--- src/rtl/snn_delay_layer.sv ---
// Leaky integrate-and-fire layer: N_IN spike inputs drive N_OUT neurons through a signed
// weight matrix with a programmable axonal delay per synapse, one synapse per cycle.
module snn_delay_layer #(
    parameter int N_IN       = 4,
    parameter int N_OUT      = 2,
    parameter int W_BITS     = 8,
    parameter int V_BITS     = 12,
    parameter int D_BITS     = 2,
    parameter int CFG_W      = 16,
    parameter int THRESH_RST = 64,
    localparam int DBG_W     = (N_OUT > 1) ? $clog2(N_OUT) : 1
) (
    input  logic                     system_clock,
    input  logic                     reset,
    input  logic                     input_ready,
    input  logic [N_IN-1:0]          in_spikes,
    input  logic                     cfg_we,
    input  logic [7:0]               cfg_addr,
    input  logic [CFG_W-1:0]         cfg_data,
    input  logic [DBG_W-1:0]         dbg_sel,
    output logic [N_OUT-1:0]         output_spikes,
    output logic                     data_valid_out,
    output logic                     busy,
    output logic signed [V_BITS-1:0] debug_v
);

    localparam int S         = N_IN * N_OUT;
    localparam int MAX_DELAY = (1 << D_BITS) - 1;
    localparam int IDX_W     = (S > 1) ? $clog2(S) : 1;
    localparam int CH_W      = (N_IN > 1) ? $clog2(N_IN) : 1;
    localparam int NRN_W     = DBG_W;

    typedef enum logic [1:0] {IDLE, LEAK, ACCUM, FIRE} state_t;

    state_t                     state_q, state_d;
    logic [IDX_W-1:0]           idx_q, idx_d;
    logic [CH_W-1:0]            ch_q, ch_d;
    logic [NRN_W-1:0]           nrn_q, nrn_d;
    logic [N_IN-1:0]            latched_q, latched_d;
    logic [MAX_DELAY:0]         hist_q [N_IN];
    logic [MAX_DELAY:0]         hist_d [N_IN];
    logic signed [V_BITS-1:0]   v_q [N_OUT];
    logic signed [V_BITS-1:0]   v_d [N_OUT];
    logic signed [W_BITS-1:0]   w_q [S];
    logic signed [W_BITS-1:0]   w_d [S];
    logic [D_BITS-1:0]          dly_q [S];
    logic [D_BITS-1:0]          dly_d [S];
    logic [V_BITS-1:0]          thresh_q, thresh_d;
    logic [3:0]                 leak_q, leak_d;
    logic [N_OUT-1:0]           spikes_q, spikes_d;
    logic                       dv_q, dv_d;
    logic                       busy_q, busy_d;
    logic signed [V_BITS-1:0]   dbg_q, dbg_d;
    logic                       unused_cfg;

    assign unused_cfg = ^cfg_data;

    // Add a weight to a membrane, clamping to the representable range instead of wrapping.
    function automatic logic signed [V_BITS-1:0] sat_add(input logic signed [V_BITS-1:0] a,
                                                         input logic signed [W_BITS-1:0] b);
        logic [V_BITS:0] s;
        s = {a[V_BITS-1], a} + {{(V_BITS + 1 - W_BITS){b[W_BITS-1]}}, b};
        if (!s[V_BITS] && s[V_BITS-1])
            return {1'b0, {(V_BITS - 1){1'b1}}};
        else if (s[V_BITS] && !s[V_BITS-1])
            return {1'b1, {(V_BITS - 1){1'b0}}};
        else
            return s[V_BITS-1:0];
    endfunction

    always_comb begin
        state_d   = state_q;
        idx_d     = idx_q;
        ch_d      = ch_q;
        nrn_d     = nrn_q;
        latched_d = latched_q;
        hist_d    = hist_q;
        v_d       = v_q;
        w_d       = w_q;
        dly_d     = dly_q;
        thresh_d  = thresh_q;
        leak_d    = leak_q;
        spikes_d  = spikes_q;
        dv_d      = 1'b0;
        busy_d    = busy_q;
        dbg_d     = '0;
        if (int'(dbg_sel) < N_OUT)
            dbg_d = v_q[dbg_sel];

        case (state_q)
            IDLE: begin
                if (cfg_we) begin
                    if (int'(cfg_addr) < S) begin
                        w_d[cfg_addr[IDX_W-1:0]]   = cfg_data[W_BITS-1:0];
                        dly_d[cfg_addr[IDX_W-1:0]] = cfg_data[W_BITS+D_BITS-1:W_BITS];
                    end else if (int'(cfg_addr) == S) begin
                        thresh_d = cfg_data[V_BITS-1:0];
                    end else if (int'(cfg_addr) == S + 1) begin
                        leak_d = cfg_data[3:0];
                    end
                end
                if (input_ready) begin
                    latched_d = in_spikes;
                    busy_d    = 1'b1;
                    state_d   = LEAK;
                end
            end
            LEAK: begin
                for (int i = 0; i < N_IN; i++)
                    hist_d[i] = {hist_q[i][MAX_DELAY-1:0], latched_q[i]};
                // A zero shift would subtract v from itself, so it means "no leak".
                if (leak_q != 4'd0) begin
                    for (int j = 0; j < N_OUT; j++)
                        v_d[j] = v_q[j] - (v_q[j] >>> leak_q);
                end
                idx_d   = '0;
                ch_d    = '0;
                nrn_d   = '0;
                state_d = ACCUM;
            end
            ACCUM: begin
                if (hist_q[ch_q][dly_q[idx_q]])
                    v_d[nrn_q] = sat_add(v_q[nrn_q], w_q[idx_q]);
                idx_d = idx_q + IDX_W'(1);
                if (ch_q == CH_W'(N_IN - 1)) begin
                    ch_d  = '0;
                    nrn_d = nrn_q + NRN_W'(1);
                end else begin
                    ch_d = ch_q + CH_W'(1);
                end
                if (idx_q == IDX_W'(S - 1))
                    state_d = FIRE;
            end
            FIRE: begin
                for (int j = 0; j < N_OUT; j++) begin
                    spikes_d[j] = ($signed({v_q[j][V_BITS-1], v_q[j]}) >= $signed({1'b0, thresh_q}));
                    if (spikes_d[j])
                        v_d[j] = '0;
                end
                dv_d    = 1'b1;
                busy_d  = 1'b0;
                state_d = IDLE;
            end
            default: state_d = IDLE;
        endcase
    end

    always_ff @(posedge system_clock) begin
        if (reset) begin
            state_q   <= IDLE;
            idx_q     <= '0;
            ch_q      <= '0;
            nrn_q     <= '0;
            latched_q <= '0;
            for (int i = 0; i < N_IN; i++)
                hist_q[i] <= '0;
            for (int j = 0; j < N_OUT; j++)
                v_q[j] <= '0;
            for (int n = 0; n < S; n++) begin
                w_q[n]   <= '0;
                dly_q[n] <= '0;
            end
            thresh_q  <= V_BITS'(THRESH_RST);
            leak_q    <= '0;
            spikes_q  <= '0;
            dv_q      <= 1'b0;
            busy_q    <= 1'b0;
            dbg_q     <= '0;
        end else begin
            state_q   <= state_d;
            idx_q     <= idx_d;
            ch_q      <= ch_d;
            nrn_q     <= nrn_d;
            latched_q <= latched_d;
            hist_q    <= hist_d;
            v_q       <= v_d;
            w_q       <= w_d;
            dly_q     <= dly_d;
            thresh_q  <= thresh_d;
            leak_q    <= leak_d;
            spikes_q  <= spikes_d;
            dv_q      <= dv_d;
            busy_q    <= busy_d;
            dbg_q     <= dbg_d;
        end
    end

    assign output_spikes  = spikes_q;
    assign data_valid_out = dv_q;
    assign busy           = busy_q;
    assign debug_v        = dbg_q;

endmodule

--- config.mk ---
export PLATFORM = sky130hd
export DESIGN_NAME = snn_delay_layer
export DESIGN_NICKNAME = d
export VERILOG_FILES = /design/src/rtl/snn_delay_layer.sv
export SDC_FILE = /design/constraint.sdc
export NUM_CORES = 1
export LEC_CHECK = 0
export ABC_AREA = 0
export ABC_CLOCK_PERIOD_IN_PS = 5700
export CAP_MARGIN = 25
export CELL_PAD_IN_SITES_DETAIL_PLACEMENT = 0
export CELL_PAD_IN_SITES_GLOBAL_PLACEMENT = 1
export CORE_ASPECT_RATIO = 1.4
export CORE_MARGIN = 4
export CORE_UTILIZATION = 45
export DETAILED_ROUTE_END_ITERATION = 16
export PLACE_DENSITY = 0.74
export SKIP_LAST_GASP = 1
export SYNTH_ARGS = -nofsm -noshare
export SYNTH_HDL_FRONTEND = slang
export SYNTH_SLANG_ARGS = --single-unit
export TNS_END_PERCENT = 30
--- constraint.sdc ---
create_clock -name system_clock -period 5.7 [get_ports system_clock]
set_input_delay 0.57 -clock system_clock [delete_from_list [all_inputs] [get_ports system_clock]]
set_output_delay 0.57 -clock system_clock [all_outputs]
set_load 0.05 [all_outputs]
==> results_dict.tcl, run 1 <==
set metrics [dict create \
    grt_pass1_wl_um 46700 \
    antenna_found_initial 0 \
    crit_chain "buf_4 -> mux4_2 -> mux2_2 -> ha_1 -> a21oi_1 -> a21boi_1 -> a2111oi_0 -> o21ai_1 -> a22oi_2 -> nor3_1 -> a2111oi_0 -> nor3_1" \
    tns_ns 0 \
    seqCellArea_sq_mm 0.00328 \
    clock_sinks 164 \
    synth_ff_type "dfxtp_1" \
    n_antenna_cell 0 \
    numCtsBuffers 17 \
    powerDensity_mw_per_mm2 447 \
    drv_cap 0 \
    setup_viol 0 \
    cp-end-kind "flop" \
    layout_common_cells "172 x nand2_1, 164 x dfxtp_1, 142 x nor2_1, 125 x a21oi_1, 82 x mux2i_1" \
    root_buffer "clkbuf_16" \
    seq_area_frac_synth 0.322 \
    postCtsHoldBufs 0 \
    synthCells 1214 \
    worst_clock_skew_ns 0.0111 \
    die_area_sq_mm 0.0251 \
    crit_cells 12 \
    drive_above_1_share 0.0816 \
    p_leak_uw 0.00445 \
    clkPwrFrac 0.261 \
    syn_area_sq_mm 0.0102 \
    power_frac_comb 0.453 \
    r2r_slack_ns 1.26 \
    critPathKind "flop to flop" \
    slew_headroom 0.295 \
    crit_family "compound AO/OA/AOI/OAI gates" \
    yosysUniqueCellTypes 66 \
    start_kind "flop" \
    crit_buf_inv 1 \
    ir_worst_vdd_mv 0.250 \
    routed_wl_um 29800 \
    worstPathRequired_ns 6.00 \
    initial_core_util 0.461 \
    critical_path_arrival_ns 4.74 \
    track_usage 0.243 \
    synth-seq-cells 164 \
    synthArstFlopShare 0 \
    finalHoldViolCount 0 \
    crit_slowest_cell "a2111oi_0" \
    portBuffers 44 \
    tightest_slew_ns 1.05 \
    cts_tree "built" \
    ff2ff_path_depth 12 \
    seqPwrFrac 0.286 \
    gp_congestion 0.976 \
    finalMaxSlewViolations 0 \
    die_w_um 135 \
    r2r-start "idx_q[0]$_SDFFE_PP0P_" \
    r2r-end "v_q[8]$_SDFFE_PP0P_" \
    cts_resized 0 \
    endpoint "v_q[8]$_SDFFE_PP0P_" \
    viasPerCell 5.67 \
    path_max_fanout 23 \
    ys_warn_count 0 \
    synth_fp_nets 1317 \
    multi_input_area_sq_mm 0.00637 \
    startpoint "idx_q[0]$_SDFFE_PP0P_" \
    drt_first_pass_iters 5 \
    ios 49 \
    rows 64 \
    status "finished clean" \
    wl_per_cell_um 19.6 \
    die_h_um 186 \
    synth_enable_flop_cells 0 \
    switching_share 0.404 \
    clkTransAtPathRegs_ns 0.06 \
    final_common_cell "nand2_1" \
    hp-class "flop to flop" \
    max_stage_delay_ns 0.61 \
    hold_path_depth 2 \
    antenna_left 0 \
    hp-start "thresh_q[7]$_SDFFE_PP0P_" \
    syn_to_final_growth_pct 12.1 \
    min_period_ns 4.44 \
    dp.final_hpwl_um 21600 \
    post_cts_buffers 0 \
    finalCritPeriodShare 0.780 \
    insertion_delay_ns 0.45 \
    cts_max_level 4 \
    grt_max_degree 103 \
    intPower_uw 3050 \
    rsz0062_at_grt "no" \
    grt_pass1_vias 8355 \
    nets 1315 \
    syn_avg_cell_area_sq_um 8.39 \
    vias 8625 \
    overflow 0 \
    drc 0 \
    clockBufferDepth 2 \
    fillers 2213 \
    core-area_sq_mm 0.0221 \
    drt_iter0_markers 460 \
    power_uw 5110 \
    fmax_mhz 225 \
    p_sw_uw 2060 \
]
## synthesized netlist by cell type, drive strengths merged (5+ instances only)
master,n,share of area
a2111oi,5,0.0080
a211oi,19,0.014
a21o,15,0.011
a21oi,125,0.061
a22oi,8,0.0069
and2,8,0.0052
buf,16,0.011
clkbuf,61,0.025
dfxtp,164,0.32
ha,67,0.082
inv,38,0.014
mux2,19,0.021
mux2i,83,0.083
mux4,25,0.058
nand2,172,0.063
nand2b,17,0.010
nand3,29,0.014
nand3b,6,0.0044
nor2,142,0.052
nor2b,7,0.0043
nor3,28,0.014
o211ai,5,0.0037
o21a,7,0.0052
o21ai,60,0.030
o32ai,8,0.0069
or3,5,0.0032
xnor2,14,0.012
xor2,13,0.011
## kinds of logic (layout without fill, tap and decap cells)
family          after synthesis  in the layout  synth area share
compound gates              275            275             0.166
flops                       164            164             0.322
simple gates                434            434             0.187
xor+xnor                     27             27            0.0232
fa+ha+maj                    70             70            0.0882
buf+inv                     117            128            0.0522
mux                         127            127             0.162
## routing by layer
metal / GRT usage / vias up / share of wire
met3: 0.0281 / 70 / 0.032
li1: - / 4280 / -
met2: 0.436 / 193 / 0.51
met1: 0.284 / 4082 / 0.41
met4: 0.123 / 0 / 0.047
met5: 0 / - / 0
## registers in the layout (all words and copies together) (netlist names)
register / flops
latched_q: 4
thresh_q: 12
debug_v: 12
w_q: 64
output_spikes: 2
leak_q: 4
ch_q: 2
busy: 1
idx_q: 3
data_valid_out: 1
v_q: 24
state_q: 2
nrn_q: 1
hist_q: 16
dly_q: 16
## how the worst min path moves through the flow
stage                          endpoint  slack [ns]
2_1_floorplan    dly_q[12]$_SDFFE_PP0P_        0.43
3_3_place_gp        w_q[5]$_SDFFE_PP0P_        0.44
3_5_place_dp        w_q[1]$_SDFFE_PP0P_        0.44
4_1_cts             w_q[1]$_SDFFE_PP0P_        0.45
5_1_grt        thresh_q[5]$_SDFFE_PP0P_        0.47
6_report       thresh_q[7]$_SDFFE_PP0P_        0.45
## cell type report
type,count,area share
multi-input combinational,933,0.558
clock inverter,11,0.0196
timing repair buffer,57,0.0504
inverter,39,0.0128
clock buffer,21,0.0394
sequential,164,0.287
tap,297,0.0325
## stage by stage
stage / instances / setup WS (ns) / area, sq um / utilization / hold slack (ns)
6_report: 1522 / 1.26 / 11400 / 0.517 / 0.448
5_1_grt: 1522 / 0.866 / 11400 / 0.517 / 0.468
4_1_cts: 1521 / 1.26 / 11400 / 0.516 / 0.451
3_5_place_dp: 1489 / 1.27 / 10700 / 0.485 / 0.444
3_3_place_gp: 1488 / 1.28 / 10700 / 0.484 / 0.435
2_1_floorplan: 1214 / 1.59 / 10200 / - / 0.427
## power groups by stage
stage,clock network (uW),logic [uW],registers [uW]
after floorplan,0,1780,1420
after global placement,0,2290,1480
after detailed placement,0,2300,1480
after CTS,1350,2320,1450
after global routing,1400,2580,1460
final,1330,2320,1460
## worst reg2reg max path, stage by stage (launching register included)
cell,delay [ns]
dfxtp_1,0.31
buf_4,0.39
mux4_2,0.57
mux2_2,0.27
ha_1,0.37
a21oi_1,0.25
a21boi_1,0.12
a2111oi_0,0.61
o21ai_1,0.23
a22oi_2,0.54
nor3_1,0.14
a2111oi_0,0.41
nor3_1,0.09
No activity file was read; power rests on OpenSTA's default activity.
==> inputs of run 2 (changes only) <==
ABC_CLOCK_PERIOD_IN_PS = 3800   (was 5700)
CORE_UTILIZATION = 42   (was 45)
PLACE_DENSITY = 0.73   (was 0.74)
clock period = 3.8 ns   (was 5.7 ns; I/O delays follow)
==> results_dict.tcl, run 2 (synthesis gave the netlist of run 1 again) <==
set metrics [dict create \
    min_period_ns 3.72 \
    slew_headroom 0.376 \
    finalMaxSlewViolations 0 \
    root_buffer "clkbuf_16" \
    overflow 0 \
    viasPerCell 5.61 \
    finalCritPeriodShare 0.979 \
    critical_path_arrival_ns 4.03 \
    drv_cap 0 \
    fmax_mhz 269 \
    status "finished clean" \
    largest_register_ffs 64 \
    postLayoutCoreUtil 0.512 \
    grt_max_degree 127 \
    clock_sinks 164 \
    gp_congestion 0.933 \
    ir_worst_vdd_mv 0.343 \
    dp.final_hpwl_um 22700 \
    initial_core_util 0.426 \
    die_area_sq_mm 0.0268 \
    antenna_left 0 \
    hp-class "primary input to flop" \
    tns_ns 0 \
    numCtsBuffers 17 \
    drc 0 \
    die_w_um 140 \
    drive_above_1_share 0.154 \
    vias 8991 \
    start_kind "flop" \
    core-area_sq_mm 0.0239 \
    antenna_found_initial 0 \
    nets 1382 \
    portBuffers 44 \
    reg.largest.list "w_q: 64 flops, v_q: 24 flops" \
    die_h_um 192 \
    worstPathRequired_ns 4.11 \
    hold_path_depth 2 \
    wl_per_cell_um 19.6 \
    n_antenna_cell 0 \
    cts_tree "built" \
    ff2ff_path_depth 14 \
    grt_pass1_wl_um 47400 \
    top_register "w_q" \
    setup_viol 0 \
    final_common_cell "nand2_1" \
    cts_max_level 4 \
    drt_iter0_markers 629 \
    rows 67 \
    track_usage 0.227 \
    syn_to_final_growth_pct 20.0 \
    r2r_slack_ns 0.08 \
    rsz0062_at_grt "yes" \
    p_leak_uw 0.00480 \
    power_uw 8080 \
    powerDensity_mw_per_mm2 661 \
    worst_clock_skew_ns 0.0116 \
    critPathKind "flop to flop" \
    drt_first_pass_iters 5 \
    cp-end-kind "flop" \
    ios 49 \
    insertion_delay_ns 0.44 \
    routed_wl_um 31400 \
    clkTransAtPathRegs_ns 0.07 \
    layout_common_cells "172 x nand2_1, 161 x dfxtp_1, 142 x nor2_1, 121 x a21oi_1, 81 x mux2i_1" \
    tightest_slew_ns 0.933 \
    grt_pass1_vias 8542 \
    path_max_fanout 6 \
    finalHoldViolCount 0 \
    clockBufferDepth 2 \
]
-- run 2: layout make-up --
type | count | area [sq um]
Inverter | 39 | 146
Multi-Input combinational cell | 933 | 6620
Sequential cell | 164 | 3290
Fill cell | 2274 | 11700
Clock inverter | 14 | 163
Timing Repair Buffer | 124 | 1180
Clock buffer | 18 | 439
Tap cell | 310 | 388
-- run 2: per-layer routing --
metal / up-vias / share of wire / global-route usage / wire length [um]
li1: 4413 / - / - / -
met1: 4263 / 0.39 / 0.258 / 12400
met2: 236 / 0.53 / 0.419 / 16600
met3: 79 / 0.037 / 0.0357 / 1150
met4: 0 / 0.041 / 0.103 / 1300
met5: - / 0 / 0 / 0
-- run 2: report_power, final --
part           internal (uW)  switching, uW  leakage (uW)
clock network           1000            789      0.000288
registers               1860            172       0.00133
logic                   1830           2420       0.00318
total                   4690           3380       0.00480
-- run 2: worst paths after layout --
| kind | to | startpoint |
|---|---|---|
| worst min register to register | w_q[54]$_SDFFE_PP0P_ | w_q[54]$_SDFFE_PP0P_ |
| worst min-delay path | debug_v[7]$_SDFF_PP0_ | reset |
| worst max-delay path | v_q[10]$_SDFFE_PP0P_ | idx_q[0]$_SDFFE_PP0P_ |
| worst max register to register | v_q[10]$_SDFFE_PP0P_ | idx_q[0]$_SDFFE_PP0P_ |
-- run 2: critical path, cell delays in order, from the launching register on --
cell and delay [ns]:
dfxtp_4 0.39, buf_12 0.13, buf_12 0.10, mux4_2 0.49
mux2_4 0.32, ha_4 0.27, o211ai_1 0.21, o21a_1 0.22
a211oi_2 0.10, or3_4 0.38, a22oi_2 0.34, buf_12 0.17
nor3_1 0.05, a211oi_1 0.30, o32ai_1 0.14
-- run 2: metrics by stage --
step	hold slack, ns	cell area, sq um	instances	setup WS (ns)
global placement	0.434	11200	1560	-0.0672
finish	0.389	12200	1602	0.0808
CTS	0.372	11800	1592	-0.0268
floorplan	0.427	10200	1214	0.0416
global route	0.388	12200	1602	-0.109
detailed placement	0.443	11200	1560	-0.108
-- run 2: repair_timing --
| item | CTS | global route |
|---|---|---|
| gates resized for setup | 3 | 48 |
| setup buffers | 0 | 7 |
| hold buffers | 0 | 0 |
| endpoints found under the setup margin | 5 | 23 |
| gates cloned | 0 | 3 |
| pin swaps | 0 | 13 |
==> inputs of run 3 (changes only) <==
ABC_CLOCK_PERIOD_IN_PS = 3060   (was 3800)
CTS_CLUSTER_SIZE = 30   (was default)
clock period = 3.06 ns   (was 3.8 ns; I/O delays follow)
==> results_dict.tcl, run 3 (synthesis gave the netlist of run 1 again) <==
set metrics [dict create \
    status "complete, but fails checks" \
    violations "setup timing" \
    ios 49 \
    syn_to_final_growth_pct 33.8 \
    finalCritPeriodShare 1.15 \
    nets 1504 \
    placed_area_sq_mm 0.0123 \
    cp-end-kind "flop" \
    antenna_found_initial 0 \
    cts_tree "built" \
    finalMaxSlewViolations 0 \
    r2r-start "idx_q[0]$_SDFFE_PP0P_" \
    n_antenna_cell 0 \
    ir_worst_vdd_mv 0.427 \
    initial_core_util 0.426 \
    finalHoldViolCount 0 \
    drv_cap 0 \
    core-area_sq_mm 0.0239 \
    top_register "w_q" \
    met1Wirelength_um 13300 \
    die_w_um 140 \
    numCtsBuffers 17 \
    portBuffers 44 \
    die_area_sq_mm 0.0268 \
    drt_first_pass_iters 5 \
    grt_max_degree 93 \
    power_uw 11500 \
    drive_above_1_share 0.262 \
    grt_pass1_vias 9530 \
    root_buffer "clkbuf_16" \
    met2_length_um 17100 \
    layout_common_cells "181 x buf_4, 172 x nand2_1, 161 x dfxtp_1, 137 x nor2_1, 113 x a21oi_1" \
    slew_headroom 0.399 \
    setup_viol 24 \
    start_kind "flop" \
    tightest_slew_ns 0.891 \
    wl_met3_um 946 \
    path_max_fanout 6 \
    clock_sinks 164 \
    powerDensity_mw_per_mm2 841 \
    critical_path_arrival_ns 3.83 \
    routed_wl_um 33300 \
    top_layer_used "met4" \
    wl_per_cell_um 19.4 \
    rsz0062_at_grt "yes" \
    rows 67 \
    min_period_ns 3.52 \
    hold_ws_ns 0.312 \
    hp-start "reset" \
    gp_congestion 0.929 \
    seqCellArea_sq_mm 0.00329 \
    viasPerCell 5.51 \
    fillers 2189 \
    overflow 0 \
    antenna_left 0 \
    pre_cts_ws_ns -0.644 \
    drt_iter0_markers 514 \
    insertion_delay_ns 0.44 \
    worst_clock_skew_ns 0.0164 \
    worstPathRequired_ns 3.36 \
    multi_input_area_sq_mm 0.00693 \
    reg.largest.list "w_q: 64 flops, v_q: 24 flops" \
    p_leak_uw 0.00550 \
    clkTransAtPathRegs_ns 0.07 \
    fmax_mhz 284 \
    largest_register_ffs 64 \
    die_h_um 192 \
    drc 0 \
    design_area_sq_mm 0.0136 \
    grt_pass1_wl_um 52000 \
    final_common_cell "buf_4" \
    startpoint "idx_q[0]$_SDFFE_PP0P_" \
    dp.final_hpwl_um 24700 \
    clockBufferDepth 2 \
    hp-class "primary input to flop" \
    cts_max_level 4 \
    fin_ws_ns -0.464 \
    vias 9483 \
    track_usage 0.248 \
    critPathKind "flop to flop" \
]
==> run 3: cell count changes in the layout (fill, tap and decap cells not counted), sizes merged <==
cell	before	now
buf	78	201
bufinv	2	4
clkinv	4	2
clkinvlp	3	1
inv	44	42
bufbuf	0	1
==> run 3: power by group <==
group / total [uW] / internal [uW] / switching [uW] / leakage [uW]
clock network: 2350 / 1440 / 915 / 0.000309
registers: 2480 / 2310 / 165 / 0.00133
logic: 6620 / 3090 / 3540 / 0.00386
total: 11500 / 6840 / 4620 / 0.00550
==> run 3: area by class of cell <==
class,count,share of cell area
multi-input combinational,933,0.509
sequential,164,0.242
timing repair buffer,246,0.164
clock buffer,20,0.0343
tap,310,0.0285
clock inverter,10,0.0123
inverter,39,0.0107
==> run 3: final timing paths <==
check / end / slack, ns / cells past startpoint
max: v_q[8]$_SDFFE_PP0P_ / -0.46 / 16
min: debug_v[6]$_SDFF_PP0_ / 0.31 / 2
max reg2reg: v_q[8]$_SDFFE_PP0P_ / -0.46 / 16
min reg2reg: w_q[36]$_SDFFE_PP0P_ / 0.45 / 2
==> run 3: worst max-delay path: stages (launching register included) <==
cell,delay (ns)
dfxtp_4,0.42
buf_12,0.14
mux4_2,0.48
mux2_4,0.30
ha_4,0.18
inv_2,0.05
fa_2,0.18
nand2b_4,0.14
a21oi_4,0.07
a2111oi_4,0.37
o21ai_2,0.10
buf_4,0.14
nand4_1,0.12
buf_6,0.14
o21ai_4,0.10
a2111oi_2,0.36
nor3_1,0.07
==> run 3: layer usage <==
metal  vias up  track usage
met5         -            0
met4         0        0.140
met3       101       0.0342
met2       219        0.457
met1      4509        0.273
li1       4654            -
==> run 3: what timing repair did <==
| action | CTS | global route |
|---|---|---|
| buffers inserted | 11 | 6 |
| pin swaps | 40 | 34 |
| gates cloned | 5 | 0 |
| resized for setup | 53 | 55 |
| hold buffers | 0 | 0 |
| setup endpoints to repair | 24 | 24 |
==> run 3: through the flow <==
stage / util / instances / TNS [ns]
final: 0.570 / 1722 / -8.91
after detailed placement: 0.516 / 1672 / -12.06
after global placement: 0.516 / 1672 / -10.81
after global routing: 0.570 / 1722 / -13.09
after CTS: 0.564 / 1718 / -9.33
after floorplan: - / 1214 / -7.74
